## src/rtl/snes_pad_scanner_if.sv

```systemverilog
// Pad-side and host-side signals of the SNES/NES pad scanner.
// master = host/pad environment, slave = scanner.
interface snes_pad_scanner_if #(
  parameter int unsigned NCHAN = 2,
  parameter int unsigned NBITS = 16
);
  logic                   start_i;
  logic                   autopoll_i;
  logic [NCHAN-1:0]       nesdata_i;
  logic                   irq_ack_i;
  logic                   NESLATCH;
  logic                   NESCLOCK;
  logic                   busy_o;
  logic                   done_o;
  logic [NCHAN*NBITS-1:0] buttons_o;
  logic                   irq_o;

  modport master (
    output start_i, autopoll_i, nesdata_i, irq_ack_i,
    input  NESLATCH, NESCLOCK, busy_o, done_o, buttons_o, irq_o
  );

  modport slave (
    input  start_i, autopoll_i, nesdata_i, irq_ack_i,
    output NESLATCH, NESCLOCK, busy_o, done_o, buttons_o, irq_o
  );
endinterface

```

## src/rtl/snes_pad_scanner.sv

```systemverilog
// Serial NES/SNES pad scanner: latches the pads, shifts NBITS per channel, optional autopoll.
// Optional button-change interrupt enabled by defining SNESPAD_CHANGE_IRQ_EN.
module snes_pad_scanner #(
  parameter int unsigned NCHAN   = 2,
  parameter int unsigned NBITS   = 16,
  parameter int unsigned HALFPER = 288,
  parameter int unsigned GAP     = 48000
) (
  input logic                clk6x,
  input logic                resetn,
  snes_pad_scanner_if.slave  bus
);

  localparam int unsigned HW = $clog2(2 * HALFPER + 1);
  localparam int unsigned BW = $clog2(NBITS + 1);
  localparam int unsigned GW = $clog2(GAP + 1);

  localparam logic [HW-1:0] LatchLast = HW'(2 * HALFPER - 1);
  localparam logic [HW-1:0] HalfLast  = HW'(HALFPER - 1);
  localparam logic [BW-1:0] BitLast   = BW'(NBITS - 1);
  localparam logic [GW-1:0] GapLast   = GW'(GAP - 1);

  typedef enum logic [2:0] {
    StIdle, StLatch, StFirst, StClkLo, StClkHi, StDone, StWait
  } state_e;

  state_e                        state_q, state_d;
  logic [HW-1:0]                 half_q, half_d;
  logic [BW-1:0]                 bit_q, bit_d;
  logic [GW-1:0]                 gap_q, gap_d;
  logic [NCHAN-1:0][NBITS-1:0]   sr_q, sr_d, sr_shift;
  logic [NCHAN*NBITS-1:0]        buttons_q, buttons_d;

  // New sample enters at the top so the first shifted bit ends up in bit 0.
  always_comb begin
    for (int c = 0; c < NCHAN; c++) begin
      sr_shift[c] = {~bus.nesdata_i[c], sr_q[c][NBITS-1:1]};
    end
  end

  always_comb begin
    state_d   = state_q;
    half_d    = half_q;
    bit_d     = bit_q;
    gap_d     = '0;
    sr_d      = sr_q;
    buttons_d = buttons_q;
    unique case (state_q)
      StIdle: begin
        half_d = '0;
        bit_d  = '0;
        if (bus.start_i || bus.autopoll_i) state_d = StLatch;
      end
      StLatch: begin
        if (half_q == LatchLast) begin
          half_d  = '0;
          state_d = StFirst;
        end else begin
          half_d = half_q + HW'(1);
        end
      end
      StFirst: begin
        if (half_q == HalfLast) begin
          half_d  = '0;
          bit_d   = BW'(1);
          sr_d    = sr_shift;
          state_d = StClkLo;
        end else begin
          half_d = half_q + HW'(1);
        end
      end
      StClkLo: begin
        if (half_q == HalfLast) begin
          half_d  = '0;
          state_d = StClkHi;
        end else begin
          half_d = half_q + HW'(1);
        end
      end
      StClkHi: begin
        if (half_q == HalfLast) begin
          half_d = '0;
          sr_d   = sr_shift;
          if (bit_q == BitLast) begin
            bit_d   = '0;
            state_d = StDone;
          end else begin
            bit_d   = bit_q + BW'(1);
            state_d = StClkLo;
          end
        end else begin
          half_d = half_q + HW'(1);
        end
      end
      StDone: begin
        buttons_d = sr_q;
        state_d   = bus.autopoll_i ? StWait : StIdle;
      end
      StWait: begin
        if (bus.start_i) begin
          state_d = StLatch;
        end else if (!bus.autopoll_i) begin
          state_d = StIdle;
        end else if (gap_q == GapLast) begin
          state_d = StLatch;
        end else begin
          gap_d = gap_q + GW'(1);
        end
      end
      default: state_d = StIdle;
    endcase
  end

  always_ff @(posedge clk6x or negedge resetn) begin
    if (!resetn) begin
      state_q   <= StIdle;
      half_q    <= '0;
      bit_q     <= '0;
      gap_q     <= '0;
      sr_q      <= '0;
      buttons_q <= '0;
    end else begin
      state_q   <= state_d;
      half_q    <= half_d;
      bit_q     <= bit_d;
      gap_q     <= gap_d;
      sr_q      <= sr_d;
      buttons_q <= buttons_d;
    end
  end

  // Pad-facing strobes decode straight from state so reset forces them at once.
  assign bus.NESLATCH  = (state_q == StLatch);
  assign bus.NESCLOCK  = (state_q != StClkLo);
  assign bus.busy_o    = (state_q != StIdle) && (state_q != StWait);
  assign bus.done_o    = (state_q == StDone);
  assign bus.buttons_o = buttons_q;

`ifdef SNESPAD_CHANGE_IRQ_EN
  logic irq_q, irq_d;
  logic change;

  assign change = (state_q == StDone) && (sr_q != buttons_q);

  // A new change wins over a same-cycle acknowledge.
  always_comb begin
    irq_d = irq_q;
    if (change) begin
      irq_d = 1'b1;
    end else if (bus.irq_ack_i) begin
      irq_d = 1'b0;
    end
  end

  always_ff @(posedge clk6x or negedge resetn) begin
    if (!resetn) begin
      irq_q <= 1'b0;
    end else begin
      irq_q <= irq_d;
    end
  end

  assign bus.irq_o = irq_q;
`else
  logic unused_irq_ack;
  assign unused_irq_ack = bus.irq_ack_i;
  assign bus.irq_o      = 1'b0;
`endif

endmodule

```

## src/flat_wrapper.sv

```systemverilog
// flat-port wrapper written by rule: the top's interface ports become plain ports
module snes_pad_scanner_flat 
#(
  parameter int unsigned NCHAN   = 2,
  parameter int unsigned NBITS   = 16,
  parameter int unsigned HALFPER = 288,
  parameter int unsigned GAP     = 48000
)
  (clk6x, resetn, bus_start_i, bus_autopoll_i, bus_nesdata_i, bus_irq_ack_i, bus_NESLATCH, bus_NESCLOCK, bus_busy_o, bus_done_o, bus_buttons_o, bus_irq_o);
  snes_pad_scanner_if #(.NCHAN(NCHAN), .NBITS(NBITS)) bus_i ();
  input logic clk6x;
  input logic resetn;
  input wire logic [$bits(bus_i.start_i)-1:0] bus_start_i;
  input wire logic [$bits(bus_i.autopoll_i)-1:0] bus_autopoll_i;
  input wire logic [$bits(bus_i.nesdata_i)-1:0] bus_nesdata_i;
  input wire logic [$bits(bus_i.irq_ack_i)-1:0] bus_irq_ack_i;
  output wire logic [$bits(bus_i.NESLATCH)-1:0] bus_NESLATCH;
  output wire logic [$bits(bus_i.NESCLOCK)-1:0] bus_NESCLOCK;
  output wire logic [$bits(bus_i.busy_o)-1:0] bus_busy_o;
  output wire logic [$bits(bus_i.done_o)-1:0] bus_done_o;
  output wire logic [$bits(bus_i.buttons_o)-1:0] bus_buttons_o;
  output wire logic [$bits(bus_i.irq_o)-1:0] bus_irq_o;
  assign bus_i.start_i = bus_start_i;
  assign bus_i.autopoll_i = bus_autopoll_i;
  assign bus_i.nesdata_i = bus_nesdata_i;
  assign bus_i.irq_ack_i = bus_irq_ack_i;
  assign bus_NESLATCH = bus_i.NESLATCH;
  assign bus_NESCLOCK = bus_i.NESCLOCK;
  assign bus_busy_o = bus_i.busy_o;
  assign bus_done_o = bus_i.done_o;
  assign bus_buttons_o = bus_i.buttons_o;
  assign bus_irq_o = bus_i.irq_o;
  snes_pad_scanner #(.NCHAN(NCHAN), .NBITS(NBITS), .HALFPER(HALFPER), .GAP(GAP)) u_core (.clk6x(clk6x), .resetn(resetn), .bus(bus_i));
endmodule
```

## config.mk

```make
export PLATFORM = sky130hd
export DESIGN_NAME = snes_pad_scanner_flat
export DESIGN_NICKNAME = d
export VERILOG_FILES = /design/src/rtl/snes_pad_scanner_if.sv /design/src/rtl/snes_pad_scanner.sv /design/src/flat_wrapper.sv
export SDC_FILE = /design/constraint.sdc
export NUM_CORES = 1
export LEC_CHECK = 0
export CORE_UTILIZATION = 58
export CTS_BUF_LIST = sky130_fd_sc_hd__clkbuf_8 sky130_fd_sc_hd__clkbuf_16
export DETAILED_ROUTE_END_ITERATION = 8
export GPL_TIMING_DRIVEN = 0
export PLACE_DENSITY = 0.82
export SYNTH_ARGS = -nofsm -noshare
export SYNTH_HDL_FRONTEND = slang
export SYNTH_SLANG_ARGS = --single-unit
```

## constraint.sdc

```tcl
create_clock -name clk6x -period 3.4 [get_ports clk6x]
set_input_delay 0.68 -clock clk6x [delete_from_list [all_inputs] [get_ports clk6x]]
set_output_delay 0.68 -clock clk6x [all_outputs]
set_load 0.01 [all_outputs]
```

==> summary.txt, run 1 <==
Final layout
  • Diodes inserted: 0
  • Fraction of layout cells with a size suffix above 1: 0.2219
  • Number of nets in the layout: 406
  • Area grow syn2layout: 17.36%
  • Number of fill cells in the layout: 518
  • Layout Cells excl Fill: 500

CTS
  • CTS buffer count: 9
  • CTS Buffer Depth: 2
  • Worst-Skew Late Latency: 0.36 ns
  • H-tree levels: 3
  • CTS clk-pin slew, worst paths: 0.11 ns
  • CTS tree: built
  • Root Buffer: clkbuf_8
  • Post-CTS sizing: 0
  • Clock Sinks: 98
  • Hold-fix buffers, CTS: 0
  • Post-CTS setup buffer count: 0

Logic synthesis
  • Yosys top cell by area: dfrtp_1
  • Syn nets: 353
  • Seq/Total Area, Yosys: 0.5606
  • Syn Area/Cell: 12.75 um^2
  • Ys flop type: dfrtp_1
  • Distinct cell type count after synthesis: 52
  • Ys Warns: 0
  • Post-synthesis cell count: 343
  • Asr flop ratio synth: 1.000
  • Synthesized area: 0.004374 mm^2
  • Top cell type's share of synthesized area: 0.5606
  • Register bit total from synthesis: 98
  • EDFF count, synth: 0
  • Most frequent cell after synthesis: dfrtp_1
  • Main area contributors after synthesis: dfrtp_1, mux2_4, mux2_2
  • Most frequent cells after synthesis: dfrtp_1, mux2_2, mux2_4

Critical path
  • Endpoint class of the critical path: primary output
  • Critical Path RT: 2.72 ns
  • Delay-heaviest family, CP: buffers and inverters
  • Setup CP Type: register to primary output
  • Critical path, cell by cell: buf_2, and2b_1, nand2_1, buf_1, inv_1, clkdlybuf4s50_1
  • Critical path launch point type: register
  • Slowest stage delay, CP: 0.49 ns
  • Slowest-stage cell, CP: buf_1
  • CP Max Fanout: 10
  • WP buf/inv: 4
  • Worst path arrival time: 2.44 ns

Place
  • Placed Cells incl. Taps: 484
  • Dpl hpwl: 5487 um
  • RePlAce Congestion: 0.9498
  • Buffers on Ports: 41

Routing
  • DR pass1 iterations: 4
  • Vias: 2,818
  • Total wire length: 7869 um
  • Initial DRC Count: 126
  • Vias per cell: 5.636
  • Routed len/inst: 15.74 um
  • DRC viols: 0
  • Routed Antenna Nets: 0

Timing
  • F_max: 320.5 MHz
  • Skew final: 0.01684 ns
  • Final Cycle Share: 0.9178
  • Fin. Hold Viols: 0
  • Post-route setup TNS: 0 ns
  • Slew margin rel.: 0.5943
  • RSZ-0062 raised after global routing: false
  • Minimum clock period: 3.120 ns
  • Hold slack: 0.3121 ns
  • Slew @ Worst Pin: 0.6085 ns
  • Setup violations, final: 0
  • Max-slew violations: 0

Power and ir drop
  • Pwr Density: 374.8 mW/mm^2
  • Worst vdd ir: 201.9 uV
  • Pwr Total: 1.924 mW
  • Pleak: 2.436 nW

Outcome
  • Outcome: complete, no violations

Die
  • Row count: 31
  • DIE HEIGHT: 88.85 um
  • Die ar.: 0.007893 mm^2
  • CORE AREA: 0.007253 mm^2
  • Initial Util: 0.6031
  • Io pins: 44
  • Die X: 88.85 um

Global route
  • Vias in the first global route: 2,694
  • First-pass GRT wire length: 12,950 um
  • Initial antenna violation count: 0
  • Total global-route track usage: 0.2187
  • Largest net degree at the start of global routing: 54
  • GR Overflow Total: 0

Job
  • Max-cap violations: 0

Min path
  • Hold Path Class: input pin to asynchronous set/reset pin
[metrics by stage]
step | area, um^2 | util | setup WS (ns)
after detailed placement | 4933 | 0.6802 | 0.6392
after floorplan | 4374 | - | 1.357
after CTS | 5134 | 0.7078 | 0.2455
final | 5134 | 0.7078 | 0.2796
after global routing | 5134 | 0.7078 | 0.1493
after global placement | 4908 | 0.6767 | -1.821
[worst paths after layout]
path / depth (start not counted) / start / slack, ns / endpoint
worst max-delay path: 6 / u_core.state_q[2]$_DFFE_PN0P_ / 0.28 / bus_done_o
max in group asynchronous: 2 / resetn / 2.43 / u_core.gap_q[11]$_DFF_PN0_
min in group clk6x: 1 / u_core.bit_q[3]$_DFFE_PN0P_ / 0.50 / u_core.bit_q[3]$_DFFE_PN0P_
worst min-delay path: 1 / resetn / 0.31 / u_core.bus.buttons_o[9]$_DFFE_PN0N_
worst min register to register: 1 / u_core.bit_q[3]$_DFFE_PN0P_ / 0.50 / u_core.bit_q[3]$_DFFE_PN0P_
worst max register to register: 7 / u_core.half_q[0]$_DFFE_PN0P_ / 1.13 / u_core.state_q[2]$_DFFE_PN0P_
[kinds of logic after synthesis]
kind of cell / after synthesis / synth area share
AND/OR/NAND/NOR: 91 / 0.1098
AO/OA/AOI/OAI: 47 / 0.07237
adder cells (fa/ha/maj): 4 / 0.01087
flip-flops: 98 / 0.5606
XOR/XNOR: 13 / 0.02603
multiplexers: 65 / 0.1894
other: 1 / 0.0008573
buffers and inverters: 24 / 0.03003
[final cells by class]
cell class	count	area (um^2)	area share
flip-flops and latches	98	2452	0.4777
multi-input cells	221	1790	0.3488
repair buffers	42	435.4	0.08482
clock buffers	10	137.6	0.02681
well taps	99	123.9	0.02413
plain buffers	17	105.1	0.02047
clock inverters	6	62.56	0.01219
inverters	7	26.28	0.005118
[report_power, final]
part	switching [mW]	leakage, nW	internal (mW)
clock network	0.424	0.101	0.302
logic	0.0243	1.00	0.00913
registers	0	1.33	1.16
total	0.448	2.44	1.48
[per-layer routing]
layer  GRT usage  vias up  share of wire  wire (um)
met3     0.03918       12          0.037        292
met2      0.3510       74           0.50       3906
met1      0.2993     1399           0.45       3563
met4     0.08358        0          0.013        106
met5           0        -              0          0
li1            -     1333              -          -
[sequential cells by signal, summed over array words and instances (netlist names)]
name / flops
u_core.bit_q: 5
u_core.bus.buttons_o: 32
u_core.gap_q: 16
u_core.half_q: 10
u_core.sr_q: 32
u_core.state_q: 3
[layout by cell type, fill, tap and decap left out, types with 4 or more instances in the layout]
cell type / count
dfrtp_1: 98
nor2_1: 23
clkinv_4: 4
xnor2_1: 7
or3_1: 4
o21ai_0: 8
nor3_1: 8
nand2_1: 19
a21oi_1: 9
clkdlybuf4s50_1: 40
mux2_4: 26
nand3_1: 13
a31oi_1: 8
nand4_1: 4
mux2_1: 6
clkbuf_1: 5
mux2_2: 32
clkbuf_8: 10
xor2_1: 6
inv_1: 7
buf_6: 4
Power figures use the tool's default switching activity.
==> inputs of run 2 (changes only) <==
PLACE_DENSITY = 0.85   (was 0.82)
==> summary.txt, run 2 (synthesis gave the netlist of run 1 again) <==
Global route
  • Met3 Usage GRT: 0.03825
  • Initial antenna violation count: 0
  • First-pass GRT wire length: 13,330 um
  • Busiest grt layer: met2
  • Total global-route track usage: 0.2271
  • Met1 GRT Util: 0.2932
  • GR Overflow Total: 0
  • Vias in the first global route: 2,796
  • GR Util met2: 0.3874
  • Largest net degree at the start of global routing: 52

CTS
  • H-tree levels: 3
  • Clock Sinks: 98
  • Post-CTS sizing: 0
  • Post-CTS setup buffer count: 0
  • CTS buffer count: 9
  • Root Buffer: clkbuf_8
  • CTS Buffer Depth: 2
  • CTS tree: built
  • Worst-Skew Late Latency: 0.37 ns
  • CTS clk-pin slew, worst paths: 0.10 ns
  • Hold-fix buffers, CTS: 0

Final layout
  • Number of fill cells in the layout: 501
  • Design area: 0.005129 mm^2
  • Area grow syn2layout: 17.25%
  • Most frequent cells in the layout: dfrtp_1, clkdlybuf4s50_1, mux2_2
  • Layout Cells excl Fill: 500
  • Post-layout util: 0.7071
  • Commonest non-fill, non-tap cell in the layout: dfrtp_1
  • Number of nets in the layout: 406
  • Fraction of layout cells with a size suffix above 1: 0.2219
  • Diodes inserted: 0

Critical path
  • Worst r2r dst: u_core.state_q[2]$_DFFE_PN0P_
  • Critical Path RT: 2.72 ns
  • Endpoint class of the critical path: primary output
  • R2R cell count: 7
  • Worst path arrival time: 2.43 ns
  • Setup CP Type: register to primary output
  • RR Startpoint: u_core.half_q[0]$_DFFE_PN0P_
  • Critical path launch point type: register
  • Critical path origin: u_core.state_q[2]$_DFFE_PN0P_
  • R2r setup slk: 1.13 ns
  • CP Max Fanout: 10

Place
  • Buffers on Ports: 41
  • Placed Cells incl. Taps: 484
  • RePlAce Congestion: 0.8526
  • Pre-CTS setup slack: 0.6845 ns
  • Dpl hpwl: 5657 um
  • Area after detailed placement: 0.004933 mm^2

Power and ir drop
  • Pleak: 2.435 nW
  • Sequential power share: 0.607
  • Cell internal pwr: 1.475 mW
  • Pwr Density: 374.3 mW/mm^2
  • Clock power share: 0.376
  • Psw: 444.8 uW
  • Pwr Total: 1.920 mW
  • Switching share of power: 0.2317
  • Comb power frac: 0.017
  • Worst vdd ir: 246.7 uV

Routing
  • DR pass1 iterations: 5
  • Vias: 2,827
  • Routed len/inst: 15.85 um
  • Total wire length: 7926 um
  • DRC viols: 0
  • Initial DRC Count: 143
  • Vias per cell: 5.654
  • Routed Antenna Nets: 0

Job
  • Max-cap violations: 0

Timing
  • Slew @ Worst Pin: 0.6350 ns
  • Minimum clock period: 3.113 ns
  • Skew final: 0.01139 ns
  • Final Cycle Share: 0.9156
  • Setup violations, final: 0
  • Fin. Hold Viols: 0
  • Worst setup margin: 0.2869 ns
  • F_max: 321.2 MHz
  • Hold slack: 0.3142 ns
  • RSZ-0062 raised after global routing: false
  • Max-slew violations: 0
  • Post-route setup TNS: 0 ns
  • Slew margin rel.: 0.5767

Min path
  • Hold Path Class: input pin to asynchronous set/reset pin

Die
  • CORE AREA: 0.007253 mm^2
  • Row count: 31
  • DIE HEIGHT: 88.85 um
  • Initial Util: 0.6031
  • Die X: 88.85 um
  • Io pins: 44
  • Die ar.: 0.007893 mm^2

Outcome
  • Outcome: complete, no violations
## run 2: cell types whose count changed in the layout (fill, tap and decap cells not counted)
cell / previous run / this run
inv_8: 1 / 2
clkinv_8: 1 / 0
## run 2: worst max-delay path by stage
stage	to	slack [ns]	cells past startpoint
floorplan	u_core.state_q[2]$_DFFE_PN0P_	1.36	7
global placement	u_core.half_q[7]$_DFFE_PN0P_	-1.83	1
detailed placement	bus_done_o	0.68	6
CTS	bus_done_o	0.28	6
global route	bus_done_o	0.15	6
finish	bus_done_o	0.29	6
## run 2: final cells by class
cell class                 instances  area (um^2)  share of cell area
inverter                           7        26.28            0.005123
multi-input combinational        221         1790              0.3491
tap                               99        123.9             0.02415
clock inverter                     6        57.56             0.01122
timing repair buffer              42        435.4             0.08490
buffer                            17        105.1             0.02049
sequential                        98         2452              0.4782
clock buffer                      10        137.6             0.02684
## run 2: per-layer routing
metal,part of all wire,up-vias
met1,0.45,1423
met4,0.015,0
met5,0,-
met3,0.032,11
met2,0.50,57
li1,-,1336
## run 2: critical path, cell delays in order, from the launching register on
cell             delay [ns]
dfrtp_1                0.39
buf_2                  0.18
and2b_1                0.21
nand2_1                0.24
buf_1                  0.47
inv_1                  0.08
clkdlybuf4s50_1        0.49
## run 2: power groups by stage
stage	Combinational (mW)	Clock, mW	Sequential [mW]
after global placement	0.0311	0	1.19
after CTS	0.0352	0.745	1.16
after detailed placement	0.0351	0	1.19
final	0.0332	0.722	1.16
after global routing	0.0389	0.798	1.16
after floorplan	0.00192	0	1.19
